==> config.mk <==
export PLATFORM = sky130hd
export DESIGN_NAME = mux32_scan_sequencer
export DESIGN_NICKNAME = d
export VERILOG_FILES = /design/src/rtl/mux32_scan_sequencer.sv
export SDC_FILE = /design/constraint.sdc
export NUM_CORES = 1
export LEC_CHECK = 0
export ABC_AREA = 1
export BUFFER_PORTS_ARGS = -buffer_cell sky130_fd_sc_hd__buf_4
export CAP_MARGIN = 25
export CORE_ASPECT_RATIO = 2
export CORE_MARGIN = 3
export CORE_UTILIZATION = 56
export CTS_CLUSTER_SIZE = 28
export DETAILED_ROUTE_END_ITERATION = 10
export GPL_TIMING_DRIVEN = 0
export PLACE_DENSITY = 0.83
export SYNTH_ARGS = -nofsm -noshare
export SYNTH_HDL_FRONTEND = slang
export SYNTH_SLANG_ARGS = --single-unit
==> constraint.sdc <==
create_clock -name clk -period 2.4 [get_ports clk]
set_clock_uncertainty 0.05 [all_clocks]
set_input_delay 0.36 -clock clk [delete_from_list [all_inputs] [get_ports clk]]
set_output_delay 0.36 -clock clk [all_outputs]
set_load 0.01 [all_outputs]
==> src/rtl/mux32_scan_sequencer.sv <==
// Scan controller for a 32:1 single-bit mux: walks sel over channels 0..31,
// captures each mux output bit into a word, and hands it off with valid/ready.
module mux32_scan_sequencer #(
  parameter int unsigned SETTLE_CYCLES = 1
) (
  input  logic        clk,
  input  logic        rst,
  input  logic        start,
  input  logic        continuous,
  output logic [4:0]  sel,
  input  logic        mux_in,
  output logic [31:0] word_out,
  output logic        word_valid,
  input  logic        word_ready,
  output logic        busy
);

  typedef enum logic [1:0] {IDLE, SETTLE, SAMPLE, HOLD} state_t;

  localparam logic [3:0] SETTLE_LOAD = 4'(SETTLE_CYCLES);
  // SETTLE covers the extra hold clocks and SAMPLE the last one, so a zero
  // settle time bypasses SETTLE and each channel still takes SETTLE_CYCLES+1.
  localparam state_t FIRST_STATE = (SETTLE_CYCLES == 0) ? SAMPLE : SETTLE;

  state_t      state, state_n;
  logic [3:0]  cnt, cnt_n;
  logic [31:0] shadow, shadow_n;
  logic [4:0]  sel_n;
  logic [31:0] word_n;
  logic        valid_n;
  logic        busy_n;

  always_ff @(posedge clk) begin
    if (rst) begin
      state      <= IDLE;
      cnt        <= '0;
      shadow     <= '0;
      sel        <= '0;
      word_out   <= '0;
      word_valid <= 1'b0;
      busy       <= 1'b0;
    end else begin
      state      <= state_n;
      cnt        <= cnt_n;
      shadow     <= shadow_n;
      sel        <= sel_n;
      word_out   <= word_n;
      word_valid <= valid_n;
      busy       <= busy_n;
    end
  end

  always_comb begin
    state_n  = state;
    cnt_n    = cnt;
    shadow_n = shadow;
    sel_n    = sel;
    word_n   = word_out;
    valid_n  = word_valid;
    busy_n   = busy;

    case (state)
      IDLE: begin
        sel_n = '0;
        if (start) begin
          state_n = FIRST_STATE;
          cnt_n   = SETTLE_LOAD;
          busy_n  = 1'b1;
        end
      end

      SETTLE: begin
        cnt_n = cnt - 4'd1;
        if (cnt <= 4'd1) begin
          state_n = SAMPLE;
        end
      end

      SAMPLE: begin
        shadow_n[sel] = mux_in;
        if (sel != 5'd31) begin
          sel_n   = sel + 5'd1;
          cnt_n   = SETTLE_LOAD;
          state_n = FIRST_STATE;
        end else begin
          word_n  = {mux_in, shadow[30:0]};
          valid_n = 1'b1;
          state_n = HOLD;
        end
      end

      HOLD: begin
        if (word_valid && word_ready) begin
          valid_n = 1'b0;
          sel_n   = '0;
          if (continuous) begin
            cnt_n   = SETTLE_LOAD;
            state_n = FIRST_STATE;
          end else begin
            state_n = IDLE;
            busy_n  = 1'b0;
          end
        end
      end

      default: begin
        state_n = IDLE;
      end
    endcase
  end

endmodule

## Yosys cells after proc, flatten, opt, wreduce, memory -nomap -nowiden

Index checks and enable logic that the tools add are counted.
W data, S select, Z words.

- Register bits after elaboration: 77
- Latch bits: 0
- Bits in writable memories: 0
- ROM bits: 0
- Input port bits: 6
- Output and inout bits: 39
- Word-level logic and storage cells: 60
- Memories kept: 0

- Add/sub/neg operators: 2
- Multipliers: 0
- Div/mod/pow operators: 0
- Magnitude comparators: 3
- Eq/ne operators: 11
- Shift operators: 0
- Multiplexer cells: 24
- Bitwise logic cells: 1
- Reduce and logical (&&, ||, !) cells: 12

Operators with widths:

| operator | count |
|---|---|
| $bwmux W32 | 1 |
| $mux W4 | 4 |
| $pmux W4 S4 | 1 |
| $pmux W5 S3 | 1 |
| $ne A2 B2 Y1 const B | 7 |
| $mux W5 | 2 |
| $reduce_and A3 Y1 | 3 |
| $mux W2 | 4 |
| $pmux W2 S4 | 1 |
| $reduce_and A4 Y1 | 2 |
| $mux W1 | 7 |
| $lt A5 B6 Y1 const B | 1 |
| $add A5 B1 Y5 const B | 1 |
| $demux W1 S5 | 1 |
| $ge A5 B1 Y1 const B | 1 |
| $ne A5 B5 Y1 const B | 1 |
| $eq A2 B2 Y1 const B | 2 |
| $le A4 B1 Y1 const B | 1 |
| $pmux W1 S2 | 2 |
| $reduce_bool A2 Y1 | 2 |
| $sub A4 B1 Y4 const B | 1 |
| $reduce_bool A3 Y1 | 1 |
| $eq A2 B1 Y1 const B | 1 |
| $logic_and A1 B1 Y1 | 2 |
| 3 further kinds | 3 |

## Logic depth before layout (Yosys ltp)

- Depth in word-level cells: 5
- Depth in mapped cells: 11
- Mapped depth without buffers: 10

## Worst setup path before layout

Ideal clock, no wire load.

- Kind: reg-to-reg
- Start point: reg sel[0]
- End point: reg sel[0]
- Setup time: 0.119 ns
- Data arrival time: 1.691 ns
- Required time: 2.231 ns
- Setup slack: 0.539 ns
- Cell stages (with the launch flop): 10
- Path buffers: 1
- Clock period less this slack: 1.861 ns
- Path through: dfxtp_1 -> ha_1 -> inv_1 -> nor2_1 -> ha_1 -> buf_1 -> nand3_2 -> nand3_4 -> xor2_1 -> nor2_1

- Cells in the longest elaborated chain, start to end: 3
- Elaborated cells between the ends (all ways): 6
- Classes of those cells: add/sub: 1; eq/ne: 2; mux: 2; reduce/logical: 1

Ends and longest elaborated chain:

| element | line | text |
|---|---|---|
| start, declared | 10 | `output logic [4:0] sel,` |
| start signal, assigned | 46 | `sel <= sel_n;` |
| $add A5 B1 Y5 or $ne A5 B5 Y1 (tied branches) | 82, 81 |  |
| $mux W5 or $ne A2 B2 Y1 (tied branches) | -- |  |
| $pmux W5 S3 or $reduce_and A3 Y1 (tied branches) | -- |  |

Several ways; a longest one is shown, not always the timed one. The select of a mux whose other input is x is not followed.
A chain may end at the register's enable or synchronous reset.

## Worst setup path after layout

- Start point: reg sel[0]
- End point: reg word_out[4]

- Cells in the longest elaborated chain, start to end: 3

Ends and longest elaborated chain:

| element | line | text |
|---|---|---|
| $ne A5 B5 Y1 | 81 | `if (sel != 5'd31) begin` |
| $not A1 Y1 (no source line) | -- |  |
| $reduce_and A2 Y1 (no source line) | -- |  |
| end signal, assigned | 47 | `word_out <= word_n;` |
| end, declared | 12 | `output logic [31:0] word_out,` |

Every way passes these cells.

==> metrics.txt <==
status completed; clk root buf clkbuf_8; Mapped Area 3230 um^2; I/O Buffers 43; setup TNS 0 ns; Mapped Nets 432; GRT Util Overall 25.2%; Slew HR 67.2%; startpoint types register; fraction of layout cells with a size suffix above 1 17.4%; register area share after synthesis 47.2%; Iter 0 DRT Violations 122; Critical R2R Launch sel[0]$_SDFFE_PP0P_; Max-Cap Viols 0; most frequent cells in the layout 76 x dfxtp_1, 71 x a21oi_1, 70 x nand2_1, 66 x nand3_1, 46 x buf_4; initial core utilization 58.5%; # resized after CTS 0; critical path required time 2.64 ns; Slew Viols, Final 0; final worst-path cycle share 89.4%; die height 113 um; final setup fails 0; CTS clk-pin slew, worst paths 0.08 ns; post-layout min period 2.15 ns; CP Max Fanout 10; DPL Wire Length 5.66 mm; Slew @ Worst Pin 0.492 ns; I/O pin count 45; die width 59.7 um; largest net degree at the start of global routing 13; fill cell count 491; Post-Layout Cell Count 538; yosys warns 0; RSZ-0062 raised after global routing no; Post-Route WL 7.80 mm; Reg-to-Reg End word_out[4]$_SDFFE_PP0P_; drc violations 0; Peak supply drop 681 uV; DRT antenna net count 0; synthesis-stage register bit count 76; Hold Slack 0.225 ns; via count 3033; Placed Instance Area 3620 um^2; Worst-Skew Late Latency 0.36 ns; hold depth 3; gpl congestion 0.948; Layout Nets 486; syn avg cell area 7.70 um^2; WHS Endpoint busy$_SDFFE_PP0P_; synthesized instance count 419; Num Clock Sinks 76; wire per inst 14.5 um; Leak 1.51 nW; Unique masters post-synth 27; final core occ 69.8%; Worst Hold Class in2reg; WS Path Type reg2reg; Core Area 5520 um^2; hold_buf cts 0; vias in the first global route 2959; Worst Path Arrival 2.38 ns; commonest non-fill, non-tap cell in the layout dfxtp_1; 1st-pass router iterations 4; CTS tree yes; Cells after DPL 522; Max clock buf depth 2; antenna fix cells 0; design area 3850 um^2; final hold violations 0; DR vias/cell 5.64; Num CTS Buffers 9; Critical Path Sink Type register; full die area 6760 um^2; Remaining Overflow, GRT 0; post-CTS setup buffers 0; global-route wire length before repair 13.1 mm; hold_sp start; Reg2Reg Setup Slack 0.25 ns; worst r2r path cells 8; Rows 38; PD cells 703 nW/um^2; CTS H-tree depth 3; maximum clock rate 466 MHz; area grow syn2layout 19.3%; initial antenna violation count 0
[final cells by class]
type | count | area [um^2] | share of cell area, %
clock buffer | 12 | 145 | 3.77
sequential | 76 | 1520 | 39.5
multi-input combinational | 291 | 1470 | 38.3
timing repair buffer | 43 | 323 | 8.39
inverter | 28 | 110 | 2.86
tap | 60 | 75.1 | 1.95
buffer | 24 | 129 | 3.35
clock inverter | 4 | 72.6 | 1.89
[state kept, by name, summed over array words and instances (netlist names)]
| name | cells |
|---|---|
| word_valid | 1 |
| shadow | 31 |
| busy | 1 |
| state | 2 |
| sel | 5 |
| cnt | 4 |
| word_out | 32 |
[logic make-up (layout without fill, tap and decap cells)]
| group | count (synthesis) | in the layout | synth area share, % |
|---|---|---|---|
| and+or+nand+nor | 175 | 175 | 25.4 |
| adders and majority gates | 7 | 7 | 2.72 |
| xor gates and xnor gates | 1 | 1 | 0.272 |
| AOI/OAI and AO/OA | 108 | 108 | 17.0 |
| buffers and inverters | 52 | 111 | 7.41 |
| DFF | 76 | 76 | 47.2 |
[through the flow]
step	power, mW	setup WS (ns)
after floorplan	1.57	0.539
after global placement	1.64	0.312
after detailed placement	1.66	0.284
after CTS	2.71	0.253
after global routing	2.80	0.0200
final	2.71	0.254
[cell usage after synthesis]
master | count | area share [%]
buf_2 | 4 | 0.62
clkbuf_1 | 12 | 1.4
inv_1 | 26 | 3.0
nand4_1 | 2 | 0.39
xor2_1 | 1 | 0.27
or2_2 | 2 | 0.39
nand2_2 | 3 | 0.58
dfxtp_1 | 76 | 47
inv_6 | 1 | 0.27
buf_1 | 2 | 0.23
nand2_1 | 70 | 8.1
nand2_4 | 4 | 1.4
a21oi_1 | 71 | 11
nand3_2 | 1 | 0.31
nor3_1 | 2 | 0.31
o21bai_2 | 1 | 0.35
ha_1 | 7 | 2.7
nand3_1 | 66 | 10
buf_4 | 3 | 0.70
nor2_1 | 22 | 2.6
nor2_4 | 1 | 0.35
inv_2 | 1 | 0.12
o21ai_0 | 35 | 5.4
o21bai_1 | 1 | 0.23
buf_6 | 3 | 1.0
nand3_4 | 1 | 0.54
nor2_2 | 1 | 0.19
[worst max-delay path, cell delays in order, from the launching register on]
cell and delay, ns:
dfxtp_1 0.45, ha_1 0.21, inv_1 0.09, nor2_1 0.12, ha_1 0.15, buf_1 0.30, clkbuf_1 0.41, nand3_1 0.15
a21oi_1 0.15
[how the worst max path moves through the flow]
stage                                   start                        to  slack, ns  cells past startpoint
after global routing      sel[0]$_SDFFE_PP0P_  word_out[2]$_SDFFE_PP0P_       0.02                      8
after CTS                 sel[0]$_SDFFE_PP0P_       sel[0]$_SDFFE_PP0P_       0.25                      9
after detailed placement  sel[0]$_SDFFE_PP0P_       sel[0]$_SDFFE_PP0P_       0.28                      9
after floorplan           sel[0]$_SDFFE_PP0P_       sel[0]$_SDFFE_PP0P_       0.54                      9
after global placement    sel[0]$_SDFFE_PP0P_       sel[0]$_SDFFE_PP0P_       0.31                      9
final                     sel[0]$_SDFFE_PP0P_  word_out[4]$_SDFFE_PP0P_       0.25                      8
[routing by layer]
metal	up-vias	track usage [%]	share of wire [%]
met4	0	14.2	3.8
met1	1402	26.8	38
li1	1516	-	-
met2	85	43.4	53
met3	30	5.59	4.6
met5	-	0	0
[report_power, final]
group	internal [mW]	switching (mW)	total, mW
clock network	0.613	0.462	1.08
logic	0.106	0.202	0.308
registers	1.29	0.0370	1.32
Power figures use the tool's default switching activity.
